===== src/rtl/mouse_pkg.sv =====
// Shared types and constants for the PS/2 mouse receiver.
package mouse_pkg;

  localparam int PS2_BYTE_W = 8;

  typedef enum logic [1:0] {IDLE, DATA, PARITY, STOP} bit_state_e;
  typedef enum logic [1:0] {B0, B1, B2} pkt_state_e;

  typedef struct packed {
    logic [2:0] buttons;  // {middle, right, left}
    logic [1:0] sign;     // {y, x}
    logic [1:0] ovf;      // {y, x}
    logic [7:0] dx;
    logic [7:0] dy;
  } ps2_pkt_t;

endpackage


===== src/rtl/ps2_byte_rx.sv =====
// PS/2 byte receiver: synchroniser, falling-edge detect, bit FSM and optional
// mid-frame timeout (enabled by defining MOUSE_TIMEOUT_EN).
module ps2_byte_rx
  import mouse_pkg::*;
#(
  parameter int SYNC_STAGES = 2,
  parameter int TIMEOUT_CYC = 100000
) (
  input  logic                  clk,
  input  logic                  reset,
  input  logic                  ps2_clk,
  input  logic                  ps2_data,
`ifdef MOUSE_TIMEOUT_EN
  input  logic                  pkt_busy,
`endif
  output logic [PS2_BYTE_W-1:0] rx_byte,
  output logic                  byte_valid,
  output logic                  byte_err,
  output logic                  abort
);

  logic [SYNC_STAGES-1:0] clk_sync, data_sync;
  logic                   clk_prev, clk_s, data_s, fall;
  bit_state_e             state, state_n;
  logic [2:0]             bit_cnt;
  logic [PS2_BYTE_W-1:0]  shreg;
  logic                   par_bit, valid_n, err_n, to_hit;

  // Synchroniser stage; idle PS/2 lines are high, so reset to 1 avoids a false edge.
  always_ff @(posedge clk) begin
    if (reset) begin
      clk_sync  <= '1;
      data_sync <= '1;
      clk_prev  <= 1'b1;
    end else begin
      clk_sync  <= {clk_sync[SYNC_STAGES-2:0], ps2_clk};
      data_sync <= {data_sync[SYNC_STAGES-2:0], ps2_data};
      clk_prev  <= clk_sync[SYNC_STAGES-1];
    end
  end

  assign clk_s  = clk_sync[SYNC_STAGES-1];
  assign data_s = data_sync[SYNC_STAGES-1];
  assign fall   = clk_prev & ~clk_s;

`ifdef MOUSE_TIMEOUT_EN
  localparam int TO_W = $clog2(TIMEOUT_CYC + 1);
  logic [TO_W-1:0] to_cnt;
  logic            busy;

  assign busy   = (state != IDLE) || pkt_busy;
  assign to_hit = busy && !fall && (to_cnt == TO_W'(TIMEOUT_CYC - 1));

  always_ff @(posedge clk) begin
    if (reset) begin
      to_cnt <= '0;
      abort  <= 1'b0;
    end else begin
      abort <= to_hit;
      if (fall || to_hit || !busy) to_cnt <= '0;
      else                         to_cnt <= to_cnt + 1'b1;
    end
  end
`else
  // No counter in this build: the abort path is constant-false.
  assign to_hit = (TIMEOUT_CYC < 0);
  assign abort  = 1'b0;
`endif

  always_comb begin
    state_n = state;
    valid_n = 1'b0;
    err_n   = 1'b0;
    if (to_hit) begin
      state_n = IDLE;
    end else if (fall) begin
      case (state)
        IDLE:    if (!data_s) state_n = DATA;
        DATA:    if (bit_cnt == 3'd7) state_n = PARITY;
        PARITY:  state_n = STOP;
        STOP: begin
          state_n = IDLE;
          if (data_s && (^{shreg, par_bit})) valid_n = 1'b1;
          else                               err_n   = 1'b1;
        end
        default: state_n = IDLE;
      endcase
    end
  end

  always_ff @(posedge clk) begin
    if (reset) begin
      state      <= IDLE;
      bit_cnt    <= '0;
      byte_valid <= 1'b0;
      byte_err   <= 1'b0;
    end else begin
      state      <= state_n;
      byte_valid <= valid_n;
      byte_err   <= err_n;
      if (fall && state == IDLE)      bit_cnt <= '0;
      else if (fall && state == DATA) bit_cnt <= bit_cnt + 3'd1;
    end
  end

  // Shift register stage: LSB arrives first.
  always_ff @(posedge clk) begin
    if (fall && state == DATA)   shreg   <= {data_s, shreg[PS2_BYTE_W-1:1]};
    if (fall && state == PARITY) par_bit <= data_s;
  end

  assign rx_byte = shreg;

endmodule


===== src/rtl/ps2_mouse_ctrl.sv =====
// PS/2 mouse controller: packet assembly, deltas, deadzoned flags, clamped cursor.
// Optional mid-frame timeout is enabled by defining MOUSE_TIMEOUT_EN.
module ps2_mouse_ctrl
  import mouse_pkg::*;
#(
  parameter int SYNC_STAGES = 2,
  parameter int DEADZONE    = 5,
  parameter int SPEED_SHIFT = 0,
  parameter int SCREEN_W    = 640,
  parameter int SCREEN_H    = 480,
  parameter int POS_W       = 10,
  parameter int TIMEOUT_CYC = 100000
) (
  input  logic              clk,
  input  logic              reset,
  input  logic              PS2Clk,
  input  logic              PS2Data,
  output logic              pkt_valid,
  output logic signed [8:0] dx,
  output logic signed [8:0] dy,
  output logic              left,
  output logic              right,
  output logic              middle,
  output logic              x_pos,
  output logic              x_neg,
  output logic              y_pos,
  output logic              y_neg,
  output logic [POS_W-1:0]  cursor_x,
  output logic [POS_W-1:0]  cursor_y,
  output logic              ovf,
  output logic              err
);

  localparam logic signed [8:0]       DZ    = 9'(DEADZONE);
  localparam logic signed [POS_W+1:0] X_MAX = (POS_W + 2)'(SCREEN_W - 1);
  localparam logic signed [POS_W+1:0] Y_MAX = (POS_W + 2)'(SCREEN_H - 1);

  function automatic logic [POS_W-1:0] clamp_pos(input logic signed [POS_W+1:0] v,
                                                 input logic signed [POS_W+1:0] hi);
    if (v < 0)       return '0;
    else if (v > hi) return hi[POS_W-1:0];
    else             return v[POS_W-1:0];
  endfunction

  logic [PS2_BYTE_W-1:0]    rx_byte;
  logic                     byte_valid, byte_err, abort;
  pkt_state_e               pstate, pstate_n;
  logic                     commit, err_n;
  logic [6:0]               hdr_p0;
  logic [PS2_BYTE_W-1:0]    b1_p0;
  ps2_pkt_t                 pkt;
  logic signed [8:0]        dx_new, dy_new;
  logic signed [POS_W+1:0]  step_x, step_y, nx, ny;

  ps2_byte_rx #(.SYNC_STAGES(SYNC_STAGES), .TIMEOUT_CYC(TIMEOUT_CYC)) u_rx (
    .clk        (clk),
    .reset      (reset),
    .ps2_clk    (PS2Clk),
    .ps2_data   (PS2Data),
`ifdef MOUSE_TIMEOUT_EN
    .pkt_busy   (pstate != B0),
`endif
    .rx_byte    (rx_byte),
    .byte_valid (byte_valid),
    .byte_err   (byte_err),
    .abort      (abort)
  );

  always_comb begin
    pstate_n = pstate;
    commit   = 1'b0;
    err_n    = 1'b0;
    if (abort || byte_err) begin
      pstate_n = B0;
      err_n    = 1'b1;
    end else if (byte_valid) begin
      case (pstate)
        B0: if (rx_byte[3]) pstate_n = B1;
            else            err_n    = 1'b1;
        B1: pstate_n = B2;
        B2: begin
          pstate_n = B0;
          commit   = 1'b1;
        end
        default: pstate_n = B0;
      endcase
    end
  end

  // Header/first-delta capture stage; bit3 is only a sync marker and is not kept.
  always_ff @(posedge clk) begin
    if (byte_valid && pstate == B0) hdr_p0 <= {rx_byte[7:4], rx_byte[2:0]};
    if (byte_valid && pstate == B1) b1_p0  <= rx_byte;
  end

  assign pkt    = '{buttons: hdr_p0[2:0], sign: hdr_p0[4:3], ovf: hdr_p0[6:5],
                    dx: b1_p0, dy: rx_byte};
  assign dx_new = {pkt.sign[0], pkt.dx};
  assign dy_new = {pkt.sign[1], pkt.dy};
  assign step_x = (POS_W + 2)'(dx_new >>> SPEED_SHIFT);
  assign step_y = (POS_W + 2)'(dy_new >>> SPEED_SHIFT);
  assign nx     = $signed({2'b00, cursor_x}) + step_x;
  assign ny     = $signed({2'b00, cursor_y}) - step_y;

  // Commit stage: all packet outputs update together with pkt_valid.
  always_ff @(posedge clk) begin
    if (reset) begin
      pstate    <= B0;
      pkt_valid <= 1'b0;
      err       <= 1'b0;
      dx        <= '0;
      dy        <= '0;
      {middle, right, left}       <= '0;
      {x_pos, x_neg, y_pos, y_neg} <= '0;
      ovf       <= 1'b0;
      cursor_x  <= POS_W'(SCREEN_W / 2);
      cursor_y  <= POS_W'(SCREEN_H / 2);
    end else begin
      pstate    <= pstate_n;
      pkt_valid <= commit;
      err       <= err_n;
      if (commit) begin
        dx    <= dx_new;
        dy    <= dy_new;
        {middle, right, left} <= pkt.buttons;
        x_pos <= dx_new > DZ;
        x_neg <= dx_new < -DZ;
        y_pos <= dy_new > DZ;
        y_neg <= dy_new < -DZ;
        ovf   <= |pkt.ovf;
        if (~|pkt.ovf) begin
          cursor_x <= clamp_pos(nx, X_MAX);
          cursor_y <= clamp_pos(ny, Y_MAX);
        end
      end
    end
  end

endmodule


===== config.mk =====
export PLATFORM = sky130hd
export DESIGN_NAME = ps2_mouse_ctrl
export DESIGN_NICKNAME = d
export VERILOG_FILES = /design/src/rtl/mouse_pkg.sv /design/src/rtl/ps2_byte_rx.sv /design/src/rtl/ps2_mouse_ctrl.sv
export SDC_FILE = /design/constraint.sdc
export NUM_CORES = 1
export LEC_CHECK = 0
export ABC_CLOCK_PERIOD_IN_PS = 3700
export CORE_AREA = 2 2 115 140
export DETAILED_ROUTE_END_ITERATION = 10
export DIE_AREA = 0 0 117 142
export GPL_ROUTABILITY_DRIVEN = 0
export HOLD_SLACK_MARGIN = 0.06
export PLACE_DENSITY = 0.44
export SLEW_MARGIN = 20
export SYNTH_ARGS = -nofsm -noshare
export SYNTH_HDL_FRONTEND = slang
export SYNTH_SLANG_ARGS = --single-unit

===== constraint.sdc =====
create_clock -name clk -period 3.7 [get_ports clk]
set_input_delay 1.11 -clock clk [delete_from_list [all_inputs] [get_ports clk]]
set_output_delay 1.11 -clock clk [all_outputs]
set_load 0.1 [all_outputs]

==> results of run 1 <==
==> cell families (layout without fill, tap and decap cells) <==
family,Yosys count,count (layout)
adder cells (fa/ha/maj),38,38
buffers and inverters,41,102
multiplexers,2,2
AND/OR/NAND/NOR,171,171
XOR/XNOR,18,18
flip-flops,86,86
AO/OA/AOI/OAI,130,130
==> state kept, by name (all words and copies together), names as in the netlist, 3 cells and up <==
register,count
dy,9
cursor_x,10
cursor_y,10
b1_p0,8
u_rx.rx_byte,8
hdr_p0,7
dx,9
u_rx.bit_cnt,3
==> placed cells by master (no fill, tap or decap), types with 6 or more instances in the layout <==
| master | netlist | final |
|---|---|---|
| sky130_fd_sc_hd__nand2_1 | 69 | 69 |
| sky130_fd_sc_hd__dfxtp_1 | 62 | 62 |
| sky130_fd_sc_hd__buf_4 | 0 | 57 |
| sky130_fd_sc_hd__a21oi_1 | 51 | 51 |
| sky130_fd_sc_hd__ha_1 | 36 | 36 |
| sky130_fd_sc_hd__nor2_1 | 29 | 29 |
| sky130_fd_sc_hd__inv_1 | 25 | 25 |
| sky130_fd_sc_hd__edfxtp_1 | 24 | 24 |
| sky130_fd_sc_hd__nor3_1 | 22 | 22 |
| sky130_fd_sc_hd__o21ai_0 | 15 | 15 |
| sky130_fd_sc_hd__xnor2_1 | 15 | 15 |
| sky130_fd_sc_hd__o21ai_1 | 12 | 12 |
| sky130_fd_sc_hd__clkbuf_16 | 0 | 9 |
| sky130_fd_sc_hd__or3_1 | 7 | 7 |
| sky130_fd_sc_hd__nand3_1 | 7 | 7 |
| sky130_fd_sc_hd__or2_2 | 6 | 6 |
==> how the worst min path moves through the flow <==
stage                                         endpoint  cells past startpoint                    startpoint  slack [ns]
final                     u_rx.data_sync[1]$_SDFF_PP1_                      1  u_rx.data_sync[0]$_SDFF_PP1_        0.41
after global placement    u_rx.data_sync[1]$_SDFF_PP1_                      1  u_rx.data_sync[0]$_SDFF_PP1_        0.39
after detailed placement  u_rx.data_sync[1]$_SDFF_PP1_                      1  u_rx.data_sync[0]$_SDFF_PP1_        0.39
after global routing      u_rx.data_sync[1]$_SDFF_PP1_                      1  u_rx.data_sync[0]$_SDFF_PP1_        0.42
after floorplan            u_rx.clk_sync[1]$_SDFF_PP1_                      1   u_rx.clk_sync[0]$_SDFF_PP1_        0.39
after CTS                  u_rx.clk_sync[1]$_SDFF_PP1_                      1   u_rx.clk_sync[0]$_SDFF_PP1_        0.41
==> per-stage QoR <==
| step | utilization | setup slack [ns] | instance area, sq um | total power [W] | instances |
|---|---|---|---|---|---|
| after floorplan | - | 0.607 | 4490 | 0.00100 | 486 |
| after global placement | 0.336 | 0.885 | 5150 | 0.00101 | 739 |
| after detailed placement | 0.336 | 0.809 | 5150 | 0.00101 | 739 |
| after CTS | 0.355 | 0.794 | 5440 | 0.00191 | 755 |
| after global routing | 0.355 | 0.542 | 5440 | 0.00195 | 755 |
| final | 0.355 | 0.795 | 5440 | 0.00187 | 755 |
==> power by group <==
part | internal (W) | leakage [nW] | switching (W) | total (W)
Combinational | 0.00000701 | 1.22 | 0.0000165 | 0.0000235
Clock | 0.000495 | 0.143 | 0.000390 | 0.000885
Sequential | 0.000964 | 0.716 | 0.00000128 | 0.000966
==> area by class of cell <==
cell class / count / area [sq um] / area share
well taps: 208 / 260 / 0.0479
flip-flops and latches: 86 / 1960 / 0.361
repair buffers: 60 / 453 / 0.0833
clock buffers: 12 / 256 / 0.0472
inverters: 26 / 97.6 / 0.0179
multi-input cells: 359 / 2380 / 0.438
clock inverters: 4 / 28.8 / 0.00529
==> per-layer routing <==
metal,vias to the layer above,GRT usage,share of wire
li1,1865,-,-
met1,1771,0.184,0.44
met2,85,0.248,0.50
met3,16,0.0302,0.041
met4,0,0.0737,0.022
met5,-,0,0
==> flow_results.org, run 1 <==
** Run status
- The run finished with clean final reports.

** CTS
- In this run the post-CTS setup repair buffer count came out at 0.
- Max Root-Sink Buffers :: 2
- Clock tree from TritonCTS :: yes
- Clock network latency to the later pin of the worst-skew pair :: 0.35 ns
- Root Driver :: sky130_fd_sc_hd__clkbuf_16
- The clock tree synthesis step divided the H-tree into 3 levels.
- Clock tree synthesis inserted a total of 9 buffers.
- In this run, post-CTS hold repair placed 0 buffers.
- After clock tree synthesis, the clock-pin slew on the worst setup and hold paths is 0.06 ns.
- Total clock sinks :: 86
- Number of resized instances in the post-cts repair step :: 0

** Setup path
- The worst setup path is launched from a register.
- Worst Path Max Fanout :: 8
- Slowest cell on crit path :: sky130_fd_sc_hd__edfxtp_1
- STA puts the critical path data arrival time at 3.14 ns.
- Counting cells, the worst reg-to-reg path comes to 10.
- The worst setup path is captured at a register.
- For the worst setup path, the data required time is 3.94 ns.
- Capturing instance or port of the critical path :: cursor_y[4]$_SDFFE_PP1P_
- Critical path start-end classification :: register to register
- Startpoint of the worst setup timing path :: u_rx.rx_byte[0]$_DFFE_PP_
- Crit path buffers/inverters :: 1
- Walking the worst path, the cells encountered are ha_1 > inv_1 > fa_1 > a211oi_1 > o21ai_0 > a21oi_1 > xor2_1 > and4b_1 > nor3_1 > o21ai_1.
- Reg2Reg Setup Slack :: 0.79 ns
- The largest single stage delay on the critical path is 0.53 ns.
- Worst path top cell family by delay :: compound AO/OA/AOI/OAI gates
- The critical path runs through a total of 10 cells.
- Endpoint of the lowest-slack register-to-register path :: cursor_y[4]$_SDFFE_PP1P_
- The startpoint identified for the worst register-to-register timing path is u_rx.rx_byte[0]$_DFFE_PP_.

** Synthesis
- Post-synthesis adder-cell area fraction :: 0.109
- The biggest area contributor in the post-synthesis netlist is sky130_fd_sc_hd__dfxtp_1.
- Counting distinct cell types in the post-synthesis netlist gives 63.
- Simple-Gate Fraction of Synth Area :: 0.185
- The area fraction in compound gates after synthesis came to 0.193.
- By count the netlist is led by sky130_fd_sc_hd__nand2_1 (69), sky130_fd_sc_hd__dfxtp_1 (62), sky130_fd_sc_hd__a21oi_1 (51), sky130_fd_sc_hd__ha_1 (36), sky130_fd_sc_hd__nor2_1 (29).
- Dividing the synthesized area by the synthesized cell count gives 9.24 sq um.
- Post-synth top flop :: sky130_fd_sc_hd__dfxtp_1
- Largest family of logic cells by synthesized area :: compound AO/OA/AOI/OAI gates
- After synthesis the cells add up to 4490 sq um.
- Synth area leaders :: sky130_fd_sc_hd__dfxtp_1 (28%), sky130_fd_sc_hd__edfxtp_1 (16%), sky130_fd_sc_hd__ha_1 (10%)
- Number of register bits inferred by synthesis :: 86
- Post-synthesis share of cell area spent on xor and xnor gates :: 0.0368
- Synthesized Nets :: 528
- Of the post-synthesis cell area, the part taken by muxes is 0.00446.
- Synthesized instance count :: 486
- Yosys instantiated no cell more often than sky130_fd_sc_hd__nand2_1.
- Number of synthesized flops with an enable pin :: 24
- Share of flip-flops with an asynchronous set or reset :: 0
- Of the synthesized area, sequential elements account for 0.437.
- The Yosys step of the flow raised 0 warnings.
- Of the post-synthesis cell area, the dominant cell type holds 0.276.

** STA
- Setup repair after global routing left no endpoint under its margin.
- The smallest clock period supported by the final layout is computed as 2.91 ns.
- Headroom to the max-slew limit came out at 0.527.
- At the pin with the least slew margin, the transition time is 0.707 ns.
- For the final database, setup skew stands at 0.00504 ns.
- Hold timing on the final database bottoms out at a slack of 0.407 ns.
- Aggregate negative setup slack :: 0 ns
- Max-slew violation count :: 0
- Period utilisation layout :: 0.785
- Setup violations remaining at the end of the flow were counted as 0.
- For this run, the top clock speed supported by timing is 344 MHz.
- The number of hold violations in the final report was 0.

** Final layout
- After filler insertion, the fill cell instance count of the layout stands at 1580.
- Number of diodes :: 0
- In the final layout, the share of cells above drive strength 1 is 0.176.
- Area overhead of the layout relative to synthesis :: 21.1%
- Number of nets in the finished design :: 584

** Die
- For this design the top-level I/O count stands at 52.
- The die covers 16600 sq um.
- In this run the vertical extent of the chip is 142 um.
- Count of standard-cell rows :: 50
- The die is 117 um wide.
- The initial utilization of the core area, before any placement, comes to 0.293.
- The core region is 15300 sq um.

** Power
- Dividing total power by cell area gives a power density of 345 nW/um^2.
- VDD IR-drop max :: 0.000195 V
- The analysis attributes to cell leakage a power of 2.08 nW.

** Global routing
- Total Routing Usage GR :: 0.150
- For this run the aggregate overflow at the end of global routing stands at 0.
- The first global-routing pass estimated 19.1 mm of wire.
- The initial antenna violation count was 0.
- Entering global routing, the biggest net connects 51 pins.
- Via count of the first global-routing pass :: 3713

** Place
- Port Buffer Count :: 51
- Sum of net half-perimeters after detailed placement :: 8.58 mm

** Routing
- Using the TritonRoute via totals, the vias-per-cell ratio works out to 4.95.
- For this block, the via count after detailed routing is 3737.
- Aggregate routed wire length :: 11.9 mm
- Before antenna repair, the detailed router went through 4 iterations.
- In the routed design, unresolved DRC markers number 0.
- After the first detailed-routing iteration, the DRC count stood at 186.
- Dividing the detail-routed wire length by the instance count gives 15.7 um.
- In this run the remaining antenna-violating nets after routing total 0.

** Flow run
- Max-cap violations in this run came to 0.

** Worst hold path
- The min-delay analysis places its worst path in the category register to register.
(Power assumes the default switching activity.)
==> inputs of run 2 (changes only) <==
--- a/config.mk
+++ b/config.mk
@@ -5,7 +5,7 @@
 export SDC_FILE = /design/constraint.sdc
 export NUM_CORES = 1
 export LEC_CHECK = 0
-export ABC_CLOCK_PERIOD_IN_PS = 3700
+export ABC_CLOCK_PERIOD_IN_PS = 2900
 export CORE_AREA = 2 2 115 140
 export DETAILED_ROUTE_END_ITERATION = 10
 export DIE_AREA = 0 0 117 142
==> constraint.sdc (replaced) <==
create_clock -name clk -period 2.9 [get_ports clk]
set_input_delay 0.87 -clock clk [delete_from_list [all_inputs] [get_ports clk]]
set_output_delay 0.87 -clock clk [all_outputs]
set_load 0.1 [all_outputs]
==> flow_results.org, run 2 (synthesis gave the netlist of run 1 again) <==
** Run status
- Result of the run :: finished clean

** Flow run
- Across the run, the number of max-cap violations was 0.

** Die
- The floorplan step defined a core boundary enclosing 15300 sq um.
- The die covers 16600 sq um.
- Count of standard-cell rows :: 50
- Height of the die :: 142 um
- In this run the horizontal extent of the chip is 117 um.
- The initial utilization of the core area, before any placement, comes to 0.293.
- Top-Level Pins :: 52

** Routing
- The detailed router finished its first iteration with 158 violations.
- Aggregate routed wire length :: 11.8 mm
- Dividing the detail-routed wire length by the instance count gives 15.4 um.
- In the routed layout, each cell is associated on average with a via count of 4.85.
- After detailed routing, the number of remaining DRC violations is 0.
- The first detailed-routing pass took 4 iterations.
- In this run the remaining antenna-violating nets after routing total 0.
- The routed layout has 3710 vias.

** Setup path
- Worst path top cell family by delay :: compound AO/OA/AOI/OAI gates
- The worst setup path is captured at a register.
- STA classifies the critical path startpoint as a register.
- On the critical path, the stage with the largest delay is an instance of sky130_fd_sc_hd__a2111oi_4.
- Chain of cells forming the critical path :: ha_1 > a211oi_2 > o21bai_2 > a2111oi_4 > or4_1 > o211ai_1 > nand3b_1 > a221o_1
- Counting buffers and inverters, the worst setup path is 8 cells deep.
- Counting both buffers and inverters, the worst setup path holds a total of 0.
- The largest single stage delay on the critical path is 0.51 ns.
- Critical path data required time :: 3.13 ns
- The setup path with the least slack is of type register to register.
- Worst R2R Path Depth :: 8
- At the worst endpoint, the arrival time is 2.85 ns.
- In this run the worst path has a maximum fanout of 5.

** STA
- Setup repair after global routing left no endpoint under its margin.
- On the final layout, the worst hold slack is 0.408 ns.
- Derived from the worst setup path, the maximum achievable clock frequency is 382 MHz.
- The number of hold violations in the final report was 0.
- Max-slew violation count :: 0
- The worst path in the final design needs a cycle of 2.62 ns, including I/O delays and setup.
- Across all setup checks in the final design, the least slack found is 0.281 ns.
- Aggregate negative setup slack :: 0 ns
- Relative max-transition margin :: 0.499
- Period utilisation layout :: 0.903
- Final setup vio count :: 0
- For the pin with the worst max-slew slack, the measured transition is 0.749 ns.
- The clock arrives with 0.00802 ns of skew.

** Final layout
- For this run, the number of standard cells in the final layout without fillers is 765.
- In the final layout, the share of cells above drive strength 1 is 0.199.
- Final instance area :: 5530 sq um
- The filler cells instantiated in the layout total 1605.
- After the last flow step, the layout net total stands at 594.
- Leaving out fill and tap cells, the most frequent cells in the layout are sky130_fd_sc_hd__nand2_1 (69), sky130_fd_sc_hd__buf_4 (67), sky130_fd_sc_hd__dfxtp_1 (58).
- The largest registers in the layout are cursor_x: 10 flops, cursor_y: 10 flops.
- The library cell used most frequently in the layout, excluding fill and tap cells, is sky130_fd_sc_hd__nand2_1.
- 0 antenna diodes ended up in the layout.
- Area overhead of the layout relative to synthesis :: 23.2%

** Worst hold path
- Hold Path Class :: register to register
- Counting instances, the worst hold path has a depth of 1.

** CTS
- Number of H-tree levels :: 3
- Clock tree from TritonCTS :: yes
- The tree built by TritonCTS fans out to 86 sinks.
- The number of setup buffers added after CTS is 0.
- The clock passes through at most 2 buffers.
- Root Driver :: sky130_fd_sc_hd__clkbuf_16
- Hold buffer count at cts :: 0
- Counting the buffers created by CTS gives 9.
- Clock network latency to the later pin of the worst-skew pair :: 0.34 ns
- Clock-pin slew reported for the worst setup and hold paths after clock tree synthesis :: 0.06 ns

** Global routing
- GR met3 Demand/Resource :: 0.0247
- The number of global-route vias before repair was 3649.
- Total Routing Usage GR :: 0.149
- First-pass GRT wire length :: 19.0 mm
- Total congestion overflow after global routing :: 0
- Fraction of met1 tracks used by global routing :: 0.185
- Maximum number of pins on one net before global-route repair :: 51
- Most Used Layer, Global Route :: met2
- In the global route stage, met2 resource usage came out at 0.257.
- Antenna violations before repair :: 0

** Power
- Leakage dissipation :: 2.13 nW
- In this run the power density over the cells is 434 nW/um^2.
- VDD IR-drop max :: 0.000366 V

** Place
- Port Buffer Count :: 51
- After legalization and detailed placement, the total HPWL measured 8.87 mm.
- Cell Area, Placed :: 5230 sq um
- Prior to clock tree synthesis, the placed netlist has a worst setup slack of 0.243 ns.
- Including well taps, the total number of placed cells is 749.
run 2: worst paths after layout:
path	slack (ns)	to	start
worst max-delay path	0.28	cursor_x[8]$_SDFFE_PP1P_	b1_p0[1]$_DFFE_PP_
worst min-delay path	0.41	u_rx.clk_sync[1]$_SDFF_PP1_	u_rx.clk_sync[0]$_SDFF_PP1_
worst max register to register	0.28	cursor_x[8]$_SDFFE_PP1P_	b1_p0[1]$_DFFE_PP_
worst min register to register	0.41	u_rx.clk_sync[1]$_SDFF_PP1_	u_rx.clk_sync[0]$_SDFF_PP1_
run 2: worst reg2reg max path: stages (launching register included):
cell and delay, ns:
sky130_fd_sc_hd__edfxtp_1 0.45, sky130_fd_sc_hd__ha_1 0.33, sky130_fd_sc_hd__a211oi_2 0.28, sky130_fd_sc_hd__o21bai_2 0.15
sky130_fd_sc_hd__a2111oi_4 0.51, sky130_fd_sc_hd__or4_1 0.19, sky130_fd_sc_hd__o211ai_1 0.08, sky130_fd_sc_hd__nand3b_1 0.20
sky130_fd_sc_hd__a221o_1 0.30
run 2: layout make-up:
class,count,area [sq um],area share
clock inverter,3,25.0,0.00452
timing repair buffer,70,528,0.0954
sequential,86,1970,0.355
tap,208,260,0.0470
clock buffer,13,270,0.0488
multi-input combinational,359,2380,0.431
inverter,26,97.6,0.0176
run 2: per-stage QoR:
stage	util	total power [W]
after global routing	0.361	0.00250
final	0.361	0.00240
after floorplan	-	0.00128
after detailed placement	0.341	0.00129
after global placement	0.341	0.00129
after CTS	0.361	0.00245
run 2: what timing repair did:
action	4_1_cts	5_1_grt
resized for setup	0	1
hold endpoints to repair	0	0
endpoints found under the setup margin	0	1
run 2: metal layers:
layer / vias up / routed length [um]
met1: 1740 / 5220
li1: 1894 / -
met4: 0 / 182
met2: 59 / 6020
met3: 17 / 349
met5: - / 0
run 2: report_power, final:
group	internal [W]	leakage, nW	switching, W
clock	0.000656	0.142	0.000484
sequential	0.00123	0.718	0.00000143
combinational	0.00000906	1.27	0.0000217
total	0.00190	2.13	0.000507
==> RTL change 1 (settings of run 1) <==
Change the parameter `POS_W` from 10 to 8.
--- a/src/rtl/ps2_mouse_ctrl.sv
+++ b/src/rtl/ps2_mouse_ctrl.sv
@@ -9,5 +9,5 @@
   parameter int SCREEN_W    = 640,
   parameter int SCREEN_H    = 480,
-  parameter int POS_W       = 10,
+  parameter int POS_W       = 8,
   parameter int TIMEOUT_CYC = 100000
 ) (
Interface: changed (resized cursor_x and cursor_y); port bits go from 52 to 48. No check against the original RTL was run, so the function may have changed too.
==> RTL change 1 against run 1 <==
Combinational power is 12% lower; total power grew 2.0%; clock skew up 2.1 ps; sequential power is 4.5% lower; area after synthesis decreased by 19%; via count is 28% lower; wire length down 28%; global-route usage shrank 4.0 points; die area unchanged; design area decreased by 16%; sequential cell count is 4 lower; clock power is 9.5% higher; setup slack improved by 330 ps; critical path type unchanged.
==> RTL change 1: results (changes against run 1) <==
Via count: 2,679 (-28%)
Crit path arrival time: 2810 ps (-330 ps)
Resized Gates After CTS: 0 (unchanged)
Max layer used: met4
Buffers on Ports: 47 (-7.8%)
Met2 routed wirelength: 4340 um (-27%)
Fraction of layout cells with a size suffix above 1: 19.7% (+2.2 points)
Largest net degree at the start of global routing: 31 (-39%)
Ranking of synthesized cells by area: dfxtp_1 32%, edfxtp_1 20%, ha_1 10%
Synth async-reset ratio: 0% (unchanged)
Fill cells: 1,614 (+2.2%)
Clock slew at reported path FFs: 60 ps (about the same)
Worst vdd ir: 239 uV (+22%)
Num CTS Buffers: 9 (unchanged)
First-pass GRT wire length: 13,900 um (-27%)
CP max stage cell: edfxtp_1
CP max FO: 8 (unchanged)
CTS max path bufs: 2 (unchanged)
H-tree Lvls: 3 (unchanged)
Diodes inserted: 0 (unchanged)
Postcts setup bufs: 0 (unchanged)
GR Util All Layers: 11.0% (-4.0 points)
Clk_lat worst skew: 340 ps
Metal-1 WL: 3710 um (-28%)
Sequential-to-total area share from yosys stat: 51.8% (+8.1 points)
Slew @ Worst Pin: 973 ps (+266 ps)
DPL Wire Length: 6290 um (-27%)
GRT met1 Usage: 12.5% (-5.9 points)
Placement Cell Area: 4230 um^2 (-18%)
CP max stage delay: 520 ps
Total Nets Final: 441 (-24%)
Drt first pass iters: 4 (unchanged)
Setup Skew: 7.10 ps (+2.06 ps)
Synth cell count leaders: 58 x dfxtp_1, 54 x nand2_1, 44 x a21oi_1
Leakage: 1.79 nW (-14%)
Final count of negative-setup-slack endpoints: 0 (unchanged)
EDFF count, synth: 24 (unchanged)
Initial antenna violation count: 0 (unchanged)
Total Wirelength: 8590 um (-28%)
GRT overflow: 0 (unchanged)
Clk root buf: clkbuf_16
Synth Net Count: 391 (-26%)
R2R setup slack: 1130 ps (+330 ps)
Largest regs: dx: 9 flops, dy: 9 flops
Net switching power: 0.373 mW (-8.5%)
Grt met3 use: 3.49% (+0.47 points)
Iteration-0 DRC Markers: 116 (-38%)
Routing usage on met2: 19.2% (-5.6 points)
Met3 wire len: 389 um (-19%)
Yosys warning count: 0 (unchanged)
Status: complete, no violations
Cell family with most CP delay: compound AO/OA/AOI/OAI gates
Netlist cell types: 50 (-21%)
Hold Path Class: register to register
## RTL change 1: metrics by stage
step	utilization [%]	total power, mW	setup slack [ps]	std cells	hold slack, ps
floorplan	-	0.956	1110	356	389
finish	29.7	1.91	1130	619	409
global route	29.7	1.98	999	619	429
detailed placement	27.6	0.964	1190	603	394
CTS	29.7	1.94	1110	619	409
global placement	27.6	0.964	1270	603	392
## RTL change 1: cell families (layout without fill, tap and decap cells)
logic type	after synthesis	count (layout)	share of synthesized area, %
AO/OA/AOI/OAI	92	92	16.3
AND/OR/NAND/NOR	111	111	14.6
buffers and inverters	27	82	2.96
adder cells (fa/ha/maj)	31	31	10.9
multiplexers	2	2	0.551
flip-flops	82	82	51.8
XOR/XNOR	11	11	2.86
## RTL change 1: layout make-up
type	instances	area, um^2	share of cell area (%)
Tap cell	208	260	5.71
Clock buffer	12	246	5.41
Timing Repair Buffer	51	385	8.46
Clock inverter	4	76.3	1.67
Sequential cell	82	1880	41.3
Inverter	15	56.3	1.24
Multi-Input combinational cell	247	1650	36.2
## RTL change 1: worst paths after layout
kind,cells after the start,endpoint,start
max,9,cursor_y[5]$_SDFFE_PP1P_,u_rx.rx_byte[0]$_DFFE_PP_
max reg2reg,9,cursor_y[5]$_SDFFE_PP1P_,u_rx.rx_byte[0]$_DFFE_PP_
min reg2reg,1,u_rx.data_sync[1]$_SDFF_PP1_,u_rx.data_sync[0]$_SDFF_PP1_
min,1,u_rx.data_sync[1]$_SDFF_PP1_,u_rx.data_sync[0]$_SDFF_PP1_
## RTL change 1: power groups by stage
stage               clock network [mW]  registers [mW]  logic, mW
CTS                              0.995           0.923     0.0212
detailed placement                   0           0.943     0.0212
floorplan                            0           0.942     0.0138
global route                      1.03           0.923     0.0229
global placement                     0           0.943     0.0207
finish                           0.969           0.923     0.0206
==> RTL change 2 (flow settings as in run 1) <==
Made on the original files. Put one more register stage on the output `cursor_y`, with the module's reset. The value now appears one clock later. The other outputs are not delayed to match.
--- a/src/rtl/ps2_mouse_ctrl.sv
+++ b/src/rtl/ps2_mouse_ctrl.sv
@@ -35,4 +35,6 @@
   localparam logic signed [POS_W+1:0] X_MAX = (POS_W + 2)'(SCREEN_W - 1);
   localparam logic signed [POS_W+1:0] Y_MAX = (POS_W + 2)'(SCREEN_H - 1);
+
+  logic [POS_W-1:0] cursor_y_s0;
 
   function automatic logic [POS_W-1:0] clamp_pos(input logic signed [POS_W+1:0] v,
@@ -101,5 +103,5 @@
   assign step_y = (POS_W + 2)'(dy_new >>> SPEED_SHIFT);
   assign nx     = $signed({2'b00, cursor_x}) + step_x;
-  assign ny     = $signed({2'b00, cursor_y}) - step_y;
+  assign ny     = $signed({2'b00, cursor_y_s0}) - step_y;
 
   // Commit stage: all packet outputs update together with pkt_valid.
@@ -115,5 +117,5 @@
       ovf       <= 1'b0;
       cursor_x  <= POS_W'(SCREEN_W / 2);
-      cursor_y  <= POS_W'(SCREEN_H / 2);
+      cursor_y_s0 <= POS_W'(SCREEN_H / 2);
     end else begin
       pstate    <= pstate_n;
@@ -131,5 +133,5 @@
         if (~|pkt.ovf) begin
           cursor_x <= clamp_pos(nx, X_MAX);
-          cursor_y <= clamp_pos(ny, Y_MAX);
+          cursor_y_s0 <= clamp_pos(ny, Y_MAX);
         end
       end
@@ -137,4 +139,12 @@
   end
 
+  always_ff @(posedge clk) begin
+    if (reset) begin
+      cursor_y <= '0;
+    end else begin
+      cursor_y <= cursor_y_s0;
+    end
+  end
+
 endmodule
 
Formal check against the unedited RTL: not equivalent (a bounded check fails within 4 cycles, from zero or initial values and one cycle with reset high).
==> RTL change 2 against run 1 <==
Synthesized cell count fell by 2.7%; area after synthesis rose by 2.8%; sequential share of layout area rose by 2.7 points; die area did not move; design area rose by 2.6%; global-route usage fell by 1.0 points; sequential cell count rose by 10; total power rose by 13%; non-clock buffer count fell by 3; maximum frequency fell by 4.3%; sequential power rose by 12%; wire length fell by 5.5%; setup slack got worse by 130 ps; clock power rose by 12%; highest routed layer unchanged.
==> RTL change 2: results (changes against run 1) <==
Hold Path Class: register to register
Postcts setup bufs: 0 (unchanged)
Placement Cell Area: 5260 um^2 (+2.1%)
First-pass GRT wire length: 17,900 um (-6.7%)
H-tree Lvls: 3 (unchanged)
Number of cells on the worst hold path: 1 (unchanged)
Sequential-to-total area share from yosys stat: 46.8% (+3.1 points)
R2R setup slack: 670 ps (-130 ps)
Total Nets Final: 569 (-2.6%)
Synth cell count leaders: 72 x dfxtp_1, 64 x nand2_1, 51 x a21oi_1
Post-Place Worst Slack: 690 ps (-119 ps)
Net switching power: 0.444 mW (+8.9%)
Clock slew at reported path FFs: 70 ps
Crit path arrival time: 3240 ps (+100 ps)
Reg-to-reg critical path endpoint: cursor_y_s0[3]$_SDFFE_PP0P_
EDFF count, synth: 24 (unchanged)
Initial antenna violation count: 0 (unchanged)
Clk_lat worst skew: 350 ps (about the same)
Via count: 3,584 (-4.1%)
Hold_sp: u_rx.data_sync[0]$_SDFF_PP1_
Leakage: 2.17 nW (+4.4%)
Mux contribution to synthesized area: 0.732% (+0.29 points)
Total Wirelength: 11,200 um (-5.5%)
Hold path endpoint: u_rx.data_sync[1]$_SDFF_PP1_
Synth async-reset ratio: 0% (unchanged)
Worst r2r src: u_rx.rx_byte[0]$_DFFE_PP_
Min Hold Slack: 408 ps (+1.11 ps)
Fraction of layout cells with a size suffix above 1: 17.5% (-0.069 points)
CP max FO: 8 (unchanged)
DPL Wire Length: 8210 um (-4.3%)
Vias in the first global route: 3,520 (-5.2%)
Synth Area in Adders: 10.6% (-0.30 points)
Worst vdd ir: 169 uV (-13%)
Resized Gates After CTS: 0 (unchanged)
Yosys warning count: 0 (unchanged)
Cells on worst reg2reg path: 11 (+1)
CTS max path bufs: 2 (unchanged)
Netlist cell types: 67 (+6.3%)
Status: complete, no violations
Cell count after placement: 724 (-2.0%)
Iteration-0 DRC Markers: 148 (-20%)
Max_cap viols: 0 (unchanged)
Largest regs: cursor_x: 10 flops, cursor_y: 10 flops, cursor_y_s0: 10 flops
Clk root buf: clkbuf_16
GR Util All Layers: 14.0% (-1.0 points)
Post-Synth XOR/XNOR Area: 3.41% (-0.26 points)
Max-slew headroom: 47.8% (-4.9 points)
Buffers on Ports: 51 (unchanged)
Setup Skew: 13.3 ps (+8.27 ps)
Ranking of synthesized cells by area: dfxtp_1 31%, edfxtp_1 16%, ha_1 9.8%
Largest net degree at the start of global routing: 46 (-9.8%)
Synth Area in Compound Gates: 19.3% (about the same)
Cells after Synth: 473 (-2.7%)
Routed WL per cell: 15.2 um (-3.6%)
Synth Net Count: 515 (-2.5%)
-- RTL change 2: cell count changes after synthesis, moves of 5 or more --
cell            run 1  this run
nor3_1             22        10
nand2_1            69        64
a22o_1              0         7
o21ai_0            15         5
or3_1               7         1
dfxtp_1            62        72
nor2b_1             5        12
-- RTL change 2: worst max path at each step --
stage | depth (start not counted) | to | slack, ps
global placement | 11 | cursor_x[6]$_SDFFE_PP1P_ | 800
CTS | 11 | cursor_y_s0[3]$_SDFFE_PP0P_ | 670
finish | 11 | cursor_y_s0[3]$_SDFFE_PP0P_ | 670
floorplan | 11 | cursor_x[6]$_SDFFE_PP1P_ | 270
global route | 11 | cursor_y_s0[1]$_SDFFE_PP0P_ | 440
detailed placement | 11 | cursor_y_s0[2]$_SDFFE_PP0P_ | 690
-- RTL change 2: routing by layer --
metal  global-route usage, %  vias up  share of wire (%)
met3                    2.34       15                2.6
met5                       0        -                  0
met1                    16.5     1725                 43
met2                    24.5       51                 52
li1                        -     1793                  -
met4                    6.25        0                2.4
-- RTL change 2: worst max-delay path: stages, from the launching register on --
cell      delay [ps]
edfxtp_1         550
ha_1             230
inv_1             50
fa_1             420
a211o_1          310
o211ai_1         130
a21oi_1          130
nor2_1           170
nand3_1          100
a41oi_1          410
and2_1           280
a221oi_1         100
-- RTL change 2: power by group through the flow --
stage	Combinational, mW	Sequential (mW)	Clock, mW
2_1_floorplan	0.0164	1.12	0
3_3_place_gp	0.0454	1.10	0
3_5_place_dp	0.0453	1.10	0
4_1_cts	0.0454	1.08	1.03
5_1_grt	0.0471	1.08	1.08
6_report	0.0444	1.08	0.995
-- RTL change 2: area by class of cell --
type	count	area [um^2]
flip-flops and latches	96	2160
clock inverters	3	45.0
fillers	1571	9750
repair buffers	57	430
inverters	25	93.8
clock buffers	13	272
multi-input cells	338	2310
well taps	208	260
